$ cat src/rtl/joy_serial_scan.sv
// ---------------------------------------------------------------------------
// joy_serial_scan
//
// Scans a 32-bit parallel-in/serial-out shift-register chain (two 16-button
// joystick adapters) and presents debounced-by-frame, active-high button
// vectors. All FSM and pin activity is paced by a tick derived from clk, so
// the chain sees a slow, clean shift clock.
//
// Frame: GAP_TICKS idle ticks, one LOAD tick (JOY_LOAD low), then 32 bits of
// two ticks each (JOY_CLK low then high). Results are committed on the last
// tick of the frame; frame_valid is high in the first cycle the new values
// are visible.
//
// Parameters
//   CLK_DIV    clk cycles per tick (2..255)
//   GAP_TICKS  idle ticks between frames (1..255)
//
// Ports
//   clk          single clock
//   reset        asynchronous, active-high
//   JOY_DATA     serial data from the chain, active-low buttons, async
//   JOY_CLK      shift clock to the chain (chain shifts on rising edge)
//   JOY_LOAD     parallel-load strobe to the chain, active-low
//   joystick1    player 1 buttons, active-high, bit 0 = first serial bit
//   joystick2    player 2 buttons, active-high
//   present      adapter detected (last frame was not all-zero on the line)
//   frame_valid  one-cycle pulse when joystick1/joystick2/present update
// ---------------------------------------------------------------------------
module joy_serial_scan #(
    parameter int CLK_DIV   = 24,
    parameter int GAP_TICKS = 16
) (
    input  logic        clk,
    input  logic        reset,
    input  logic        JOY_DATA,
    output logic        JOY_CLK,
    output logic        JOY_LOAD,
    output logic [15:0] joystick1,
    output logic [15:0] joystick2,
    output logic        present,
    output logic        frame_valid
);

    localparam logic [1:0] ST_IDLE  = 2'd0;
    localparam logic [1:0] ST_LOAD  = 2'd1;
    localparam logic [1:0] ST_SHIFT = 2'd2;

    localparam logic [7:0] DIV_LAST = 8'(CLK_DIV - 1);
    localparam logic [7:0] GAP_LAST = 8'(GAP_TICKS - 1);

    logic [1:0]  sync_reg;
    logic        data_sync;
    logic [7:0]  div_reg;
    logic        tick;
    logic [1:0]  state_reg;
    logic [7:0]  gap_reg;
    logic [4:0]  index_reg;
    logic        phase_reg;
    logic [31:0] raw_reg;
    logic        capture;

    // Two-flop synchronizer. Resets to 1 so an idle (released) line is
    // what the sampler sees until real data has propagated through.
    always_ff @(posedge clk or posedge reset) begin
        if (reset) begin
            sync_reg <= 2'b11;
        end else begin
            sync_reg <= {sync_reg[0], JOY_DATA};
        end
    end

    assign data_sync = sync_reg[1];

    // Free-running tick divider.
    always_ff @(posedge clk or posedge reset) begin
        if (reset) begin
            div_reg <= 8'd0;
        end else if (div_reg == DIV_LAST) begin
            div_reg <= 8'd0;
        end else begin
            div_reg <= div_reg + 8'd1;
        end
    end

    assign tick = (div_reg == DIV_LAST);

    // A bit is captured on the phase-0 tick, i.e. at the same edge that
    // raises JOY_CLK; the chain has held this bit stable for a full tick.
    assign capture = tick && (state_reg == ST_SHIFT) && !phase_reg;

    // Per-bit capture flops: each raw bit only loads when the index points
    // at it, so the register never needs a shift path.
    generate
        for (genvar gi = 0; gi < 32; gi++) begin : g_raw
            always_ff @(posedge clk or posedge reset) begin
                if (reset) begin
                    raw_reg[gi] <= 1'b0;
                end else if (capture && (index_reg == 5'(gi))) begin
                    raw_reg[gi] <= data_sync;
                end
            end
        end
    endgenerate

    // Scan FSM. Pins and outputs are flops updated only on tick cycles
    // (frame_valid is the one exception: it self-clears the cycle after).
    always_ff @(posedge clk or posedge reset) begin
        if (reset) begin
            state_reg   <= ST_IDLE;
            gap_reg     <= 8'd0;
            index_reg   <= 5'd0;
            phase_reg   <= 1'b0;
            JOY_CLK     <= 1'b0;
            JOY_LOAD    <= 1'b1;
            joystick1   <= 16'd0;
            joystick2   <= 16'd0;
            present     <= 1'b0;
            frame_valid <= 1'b0;
        end else begin
            frame_valid <= 1'b0;
            if (tick) begin
                case (state_reg)
                    ST_IDLE: begin
                        JOY_CLK <= 1'b0;
                        if (gap_reg == GAP_LAST) begin
                            gap_reg   <= 8'd0;
                            JOY_LOAD  <= 1'b0;
                            state_reg <= ST_LOAD;
                        end else begin
                            gap_reg  <= gap_reg + 8'd1;
                            JOY_LOAD <= 1'b1;
                        end
                    end
                    ST_LOAD: begin
                        JOY_LOAD  <= 1'b1;
                        index_reg <= 5'd0;
                        phase_reg <= 1'b0;
                        state_reg <= ST_SHIFT;
                    end
                    ST_SHIFT: begin
                        if (!phase_reg) begin
                            JOY_CLK   <= 1'b1;
                            phase_reg <= 1'b1;
                        end else begin
                            JOY_CLK   <= 1'b0;
                            phase_reg <= 1'b0;
                            if (index_reg == 5'd31) begin
                                // An all-zero frame means no adapter or a
                                // line stuck low: report nothing pressed.
                                if (raw_reg == 32'd0) begin
                                    joystick1 <= 16'd0;
                                    joystick2 <= 16'd0;
                                    present   <= 1'b0;
                                end else begin
                                    joystick1 <= ~raw_reg[15:0];
                                    joystick2 <= ~raw_reg[31:16];
                                    present   <= 1'b1;
                                end
                                frame_valid <= 1'b1;
                                state_reg   <= ST_IDLE;
                            end else begin
                                index_reg <= index_reg + 5'd1;
                            end
                        end
                    end
                    default: begin
                        JOY_CLK   <= 1'b0;
                        JOY_LOAD  <= 1'b1;
                        state_reg <= ST_IDLE;
                    end
                endcase
            end
        end
    end

endmodule

$ cat config.mk
export PLATFORM = sky130hd
export DESIGN_NAME = joy_serial_scan
export DESIGN_NICKNAME = d
export VERILOG_FILES = /design/src/rtl/joy_serial_scan.sv
export SDC_FILE = /design/constraint.sdc
export NUM_CORES = 1
export LEC_CHECK = 0
export CORE_MARGIN = 4
export CORE_UTILIZATION = 24
export DETAILED_ROUTE_END_ITERATION = 8
export HOLD_SLACK_MARGIN = 0.1
export SLEW_MARGIN = 0
export SYNTH_ARGS = -nofsm -noshare
export SYNTH_HDL_FRONTEND = slang
export SYNTH_SLANG_ARGS = --single-unit
export TNS_END_PERCENT = 100
$ cat constraint.sdc
create_clock -name clk -period 6.6 [get_ports clk]
set_clock_uncertainty 0.15 [all_clocks]
set_input_delay 0.99 -clock clk [delete_from_list [all_inputs] [get_ports clk]]
set_output_delay 0.99 -clock clk [all_outputs]
set_load 0.02 [all_outputs]
==> impl_metrics.yaml, run 1 <==
logic_synthesis:
  yosys.area.top_type: "dfrtp_1"
  synth-compound-area-share_pct: 8.481
  synth_adder_area_share_pct: 4.122
  synth-seq-cells: 94
  synth-main-ff-cell: "dfrtp_1"
  async_flop_share_pct: 100.0
  synth_xor_area_share_pct: 2.061
  yosysWarningCount: 0
  synth_edf_count: 0
  synth_top_area_share_pct: 53.59
  synthesis.area_um2: 4249
  synth_top_family_by_area: "simple AND/OR/NAND/NOR gates"
  yosys-top-cells-area: "dfrtp_1, mux2_1, o31ai_1"
  yosys-mux-area-fraction_pct: 9.776
  syn_nets: 389
  avgSynthCellArea_um2: 11.42
  synth-seq-area-share_pct: 55.45
  synth.distinct_cells: 46
  synthSimpleGateAreaFrac_pct: 17.11
  synth_cells: 372
sta:
  grt_setup_unrepaired: "false"
  fin_crit_ns: 2.802
  timing_hold_violations_final: 0
  setup_viol: 0
  tns_ns: 0
  period_share_pct: 42.45
  relSlewSlack_pct: 41.65
  fmaxAchievable_ghz: 0.3569
  slew_violations: 0
  whs_ns: 0.2080
  tightestPinTransition_ns: 0.8752
cts:
  root_buffer: "clkbuf_16"
  cts_tree: "built"
  ctsLongestPathBuffers: 2
  postCtsResizedCells: 0
  cts_buffers: 9
  cts-htree-levels: 3
  path_clk_slew_ns: 0.07
  cts.sinks: 94
  cts-hold-fix-buffers: 0
  cts_setup_buffers: 0
  clock_latency_ns: 0.34
routing:
  drt-total-wl_mm: 8.576
  drtIter0Drc: 171
  routedWlPerCell_um: 13.59
  first_pass_iters: 4
  vias: 2872
  drcViolationCount: 0
  drtAntennaViolNets: 0
  vias_per_cell: 4.552
place:
  hpwl_mm: 6.062
  dpl_cell_area_um2: 4848
  place_congestion: 0.7851
  portBuffers: 38
worst_hold_path:
  min_from: "sync_reg[0]"
  min_path_cells: 0
  hold_path_class: "reg -> reg"
  hold_end: "sync_reg[1]"
global_routing:
  grtUsageTotal_pct: 9.228
  grt_pass1_wl_mm: 14.95
  grt_max_degree: 73
  antenna_found_initial: 0
  grt_pass1_vias: 2940
  grt_overflow_total: 0
setup_path:
  worstSetupPathType: "reg -> reg"
  startpoint: "state_reg[0]"
  reg2regPathDepth: 6
  worstPathRequired_ns: 6.67
  reg2reg_slack_ns: 3.80
  rr_endpoint: "raw_reg[25]"
  cp-end-kind: "flop"
  crit_arrival_ns: 2.87
  rr_startpoint: "state_reg[0]"
  start_kind: "flop"
  crit_fanout: 15
power_and_ir_drop:
  peakVddDrop_uv: 89.07
  finalPower_mw: 1.107
  powerDensity_nw_per_um2: 215.1
  p_leak_nw: 2.260
floorplan:
  die-area_um2: 19900
  ioPinCount: 39
  die-height_um: 141.1
  fp-row-count: 48
  initial_core_util_pct: 24.57
  core_area_um2: 17300
  dieWidth_um: 141.1
final_layout:
  areaGrowthSynthToFinish_pct: 21.11
  utilization_pct: 29.75
  fin_nets: 418
  final_area_um2: 5146
  diodes: 0
  largest_reg_flops: 32
  drive_gt1_share_pct: 8.621
status:
  outcome: "finished, final reports clean"
run:
  maxCapViolCount: 0
## synth_stat cells (2+ instances only)
library cell,count
dfrtp_1,91
nand2_1,47
nand3_1,42
mux2_1,35
o31ai_1,33
clkbuf_1,14
ha_1,14
nor4_1,8
inv_1,7
and3_1,6
nor3_1,6
o21ai_1,6
nor2_1,5
xnor2_1,5
xor2_1,5
buf_1,3
buf_2,3
clkbuf_2,3
dfstp_2,3
nand4_1,3
a21o_1,2
inv_2,2
nand2b_1,2
nor2b_1,2
nor3_2,2
nor3b_4,2
or3_1,2
## placed cells by master, fill, tap and decap left out, types with 3 or more instances in the layout
| cell | Yosys | layout |
|---|---|---|
| dfrtp_1 | 91 | 91 |
| and3_1 | 6 | 6 |
| nor4_1 | 8 | 8 |
| mux2_1 | 35 | 35 |
| nand2_1 | 47 | 47 |
| o21ai_1 | 6 | 6 |
| o31ai_1 | 33 | 33 |
| nand4_1 | 3 | 3 |
| nor2_1 | 5 | 4 |
| clkbuf_16 | 0 | 9 |
| clkdlybuf4s50_1 | 0 | 38 |
| nor3_1 | 6 | 6 |
| nand3_1 | 42 | 41 |
| xnor2_1 | 5 | 5 |
| inv_1 | 7 | 6 |
| buf_4 | 0 | 3 |
| xor2_1 | 5 | 5 |
| dfstp_2 | 3 | 3 |
| ha_1 | 14 | 14 |
## metal layers
layer | global-route usage, % | vias to the layer above | routed length [um]
met4 | 3.774 | 0 | 194
met5 | 0 | - | 0
li1 | - | 1392 | -
met1 | 11.65 | 1410 | 3952
met3 | 2.612 | 19 | 350
met2 | 14.87 | 51 | 4078
## how the worst max path moves through the flow
| stage | end | slack [ns] | depth (start not counted) |
|---|---|---|---|
| floorplan | JOY_CLK | 3.02 | 1 |
| global placement | frame_valid | 3.85 | 3 |
| detailed placement | joystick1[14] | 3.82 | 3 |
| CTS | raw_reg[25] | 3.78 | 6 |
| global route | raw_reg[25] | 3.58 | 6 |
| finish | raw_reg[25] | 3.80 | 6 |
## final cells by class
type	count	area, um^2
Clock inverter	6	68.82
Fill cell	1772	12150
Clock buffer	10	229.0
Timing Repair Buffer	41	402.9
Inverter	9	35.03
Tap cell	225	281.5
Multi-Input combinational cell	246	1773
Sequential cell	94	2356
## per-stage QoR
step                instances  setup WS, ns
floorplan                 372         3.016
CTS                       631         3.780
finish                    631         3.798
global route              631         3.577
detailed placement        615         3.822
global placement          615         3.851
## worst max-delay path, cell delays in order (launching register included)
cell and delay, ns:
dfrtp_1 0.41, inv_1 0.12, ha_1 0.44, nand2b_1 0.23, nor3_2 0.74, nand3_1 0.21, mux2_1 0.37
## power breakdown
part           internal (mW)  total, mW  switching (mW)
Combinational        0.00164     0.0124          0.0108
Sequential             0.577      0.580         0.00243
Clock                  0.296      0.515           0.219
## cell families (layout without fill, tap and decap cells)
group,after synthesis,after routing
xor gates and xnor gates,10,10
muxes,37,37
AOI/OAI and AO/OA,49,49
and+or+nand+nor,136,136
buffers and inverters,32,66
DFF,94,94
adders and majority gates,14,14
(Power assumes the default switching activity.)
==> run 2: changes to the inputs <==
==> constraint.sdc (replaced) <==
create_clock -name clk -period 2.57 [get_ports clk]
set_clock_uncertainty 0.15 [all_clocks]
set_input_delay 0.3855 -clock clk [delete_from_list [all_inputs] [get_ports clk]]
set_output_delay 0.3855 -clock clk [all_outputs]
set_load 0.02 [all_outputs]
==> run 2 against run 1 <==
Against the previous run: routed wire length rose by 2.2%; clock power rose to 2.5 times the previous value; core utilization rose by 0.53 points; power rose to 2.6 times the previous value; sequential power rose to 2.6 times the previous value; final cell count rose by 1.1%; maximum frequency rose by 31%; first-iteration DRC count rose by 21%; combinational power rose to 3.1 times the previous value; cell area rose by 1.8%.
==> impl_metrics.yaml, run 2 (synthesis gave the netlist of run 1 again) <==
final_layout:
  largest_reg_flops: 32
  final_cells: 638
  layout_common_cells: "dfrtp_1, nand2_1, nand3_1, clkdlybuf4s50_1, mux2_1"
  fin_nets: 426
  areaGrowthSynthToFinish_pct: 23.26
  regArea_um2: 2356
  layout_commonest_cell: "dfrtp_1"
  multi_input_area_um2: 1773
  nFillCells: 1768
  drive_gt1_share_pct: 10.17
  utilization_pct: 30.28
  diodes: 0
routing:
  drcViolationCount: 0
  drtIter0Drc: 207
  vias: 2912
  drtAntennaViolNets: 0
  routedWlPerCell_um: 13.74
  vias_per_cell: 4.564
  first_pass_iters: 4
  drt-total-wl_mm: 8.767
sta:
  fin_crit_ns: 2.143
  period_share_pct: 83.37
  grt_setup_unrepaired: "false"
  tns_ns: 0
  slew_violations: 0
  fmaxAchievable_ghz: 0.4667
  relSlewSlack_pct: 66.96
  timing_hold_violations_final: 0
  setup_viol: 0
  tightestPinTransition_ns: 0.4934
setup_path:
  worstPathRequired_ns: 2.67
  path_buf_inv: 0
  path_cells: "and3_1 > ha_1 > and3b_1 > o211ai_1 > nand2_1 > o311ai_1"
  crit_slowest_cell: "dfrtp_1"
  start_kind: "flop"
  crit_fanout: 9
  startpoint: "index_reg[2]"
  rr_startpoint: "index_reg[2]"
  path_delay_family: "simple AND/OR/NAND/NOR gates"
  cp-end-kind: "flop"
  worstSetupPathType: "reg -> reg"
  slowest_delay_ns: 0.57
  reg2regPathDepth: 6
  crit_arrival_ns: 2.25
  cp_num_cells: 6
cts:
  cts_setup_buffers: 0
  cts_buffers: 9
  cts-htree-levels: 3
  postCtsResizedCells: 0
  cts-hold-fix-buffers: 0
  cts_tree: "built"
  ctsLongestPathBuffers: 2
  clock_latency_ns: 0.35
  path_clk_slew_ns: 0.06
  cts.sinks: 94
  root_buffer: "clkbuf_16"
worst_hold_path:
  min_path_cells: 0
  hold_path_class: "reg -> reg"
  min_from: "sync_reg[0]"
global_routing:
  grt_pass1_wl_mm: 14.86
  grt_max_degree: 68
  grtUsageTotal_pct: 9.330
  grt_pass1_vias: 2841
  antenna_found_initial: 0
  grt_overflow_total: 0
status:
  outcome: "finished, final reports clean"
floorplan:
  fp-row-count: 48
  die-height_um: 141.1
  dieWidth_um: 141.1
  core_area_um2: 17300
  ioPinCount: 39
  die-area_um2: 19900
  initial_core_util_pct: 24.57
place:
  hpwl_mm: 6.248
  portBuffers: 38
  place_congestion: 0.7298
  post-place-cells: 623
power_and_ir_drop:
  peakVddDrop_uv: 322.6
  powerDensity_nw_per_um2: 541.3
  p_leak_nw: 2.312
run:
  maxCapViolCount: 0
## run 2: cell types whose count changed in the layout (fill, tap and decap cells not counted), sizes merged
cell,previous run,this run
clkinv,3,2
buf,3,11
inv,10,9
clkinvlp,1,2
## run 2: final cells by class
cell class / instances / share of cell area [%]
Tap cell: 225 / 5.375
Multi-Input combinational cell: 246 / 33.85
Clock inverter: 5 / 1.147
Sequential cell: 94 / 44.98
Inverter: 9 / 0.7167
Timing Repair Buffer: 49 / 9.556
Clock buffer: 10 / 4.372
## run 2: power breakdown
| group | total (mW) | internal [mW] | switching [mW] |
|---|---|---|---|
| clock network | 1.31 | 0.752 | 0.557 |
| registers | 1.49 | 1.48 | 0.00610 |
| logic | 0.0381 | 0.00851 | 0.0296 |
## run 2: layer usage
layer	routed length, um	GRT usage [%]
met3	429	3.121
met5	0	0
met4	161	3.825
met1	4020	11.96
met2	4156	14.47
## run 2: stage by stage
| step | hold slack (ns) | instance area [um^2] | total power, mW | setup WS (ns) |
|---|---|---|---|---|
| global route | 0.2094 | 5238 | 2.953 | 0.3200 |
| finish | 0.2060 | 5238 | 2.835 | 0.4274 |
| CTS | 0.2088 | 5238 | 2.884 | 0.4218 |
| floorplan | 0.1952 | 4253 | 1.537 | 0.1587 |
| global placement | 0.1984 | 4949 | 1.556 | 0.4489 |
| detailed placement | 0.1991 | 4949 | 1.557 | 0.4370 |
## run 2: worst register-to-register path, stage by stage (launching register included)
cell	delay, ns
dfrtp_1	0.57
and3_1	0.28
ha_1	0.20
and3b_1	0.19
o211ai_1	0.43
nand2_1	0.12
o311ai_1	0.10
## run 2: final timing paths
kind,slack [ns],end
max in group asynchronous,1.43,raw_reg[19]
min,0.21,sync_reg[1]
max reg2reg,0.43,index_reg[3]
min in group asynchronous,0.23,state_reg[1]
max,0.43,index_reg[3]
min reg2reg,0.21,sync_reg[1]
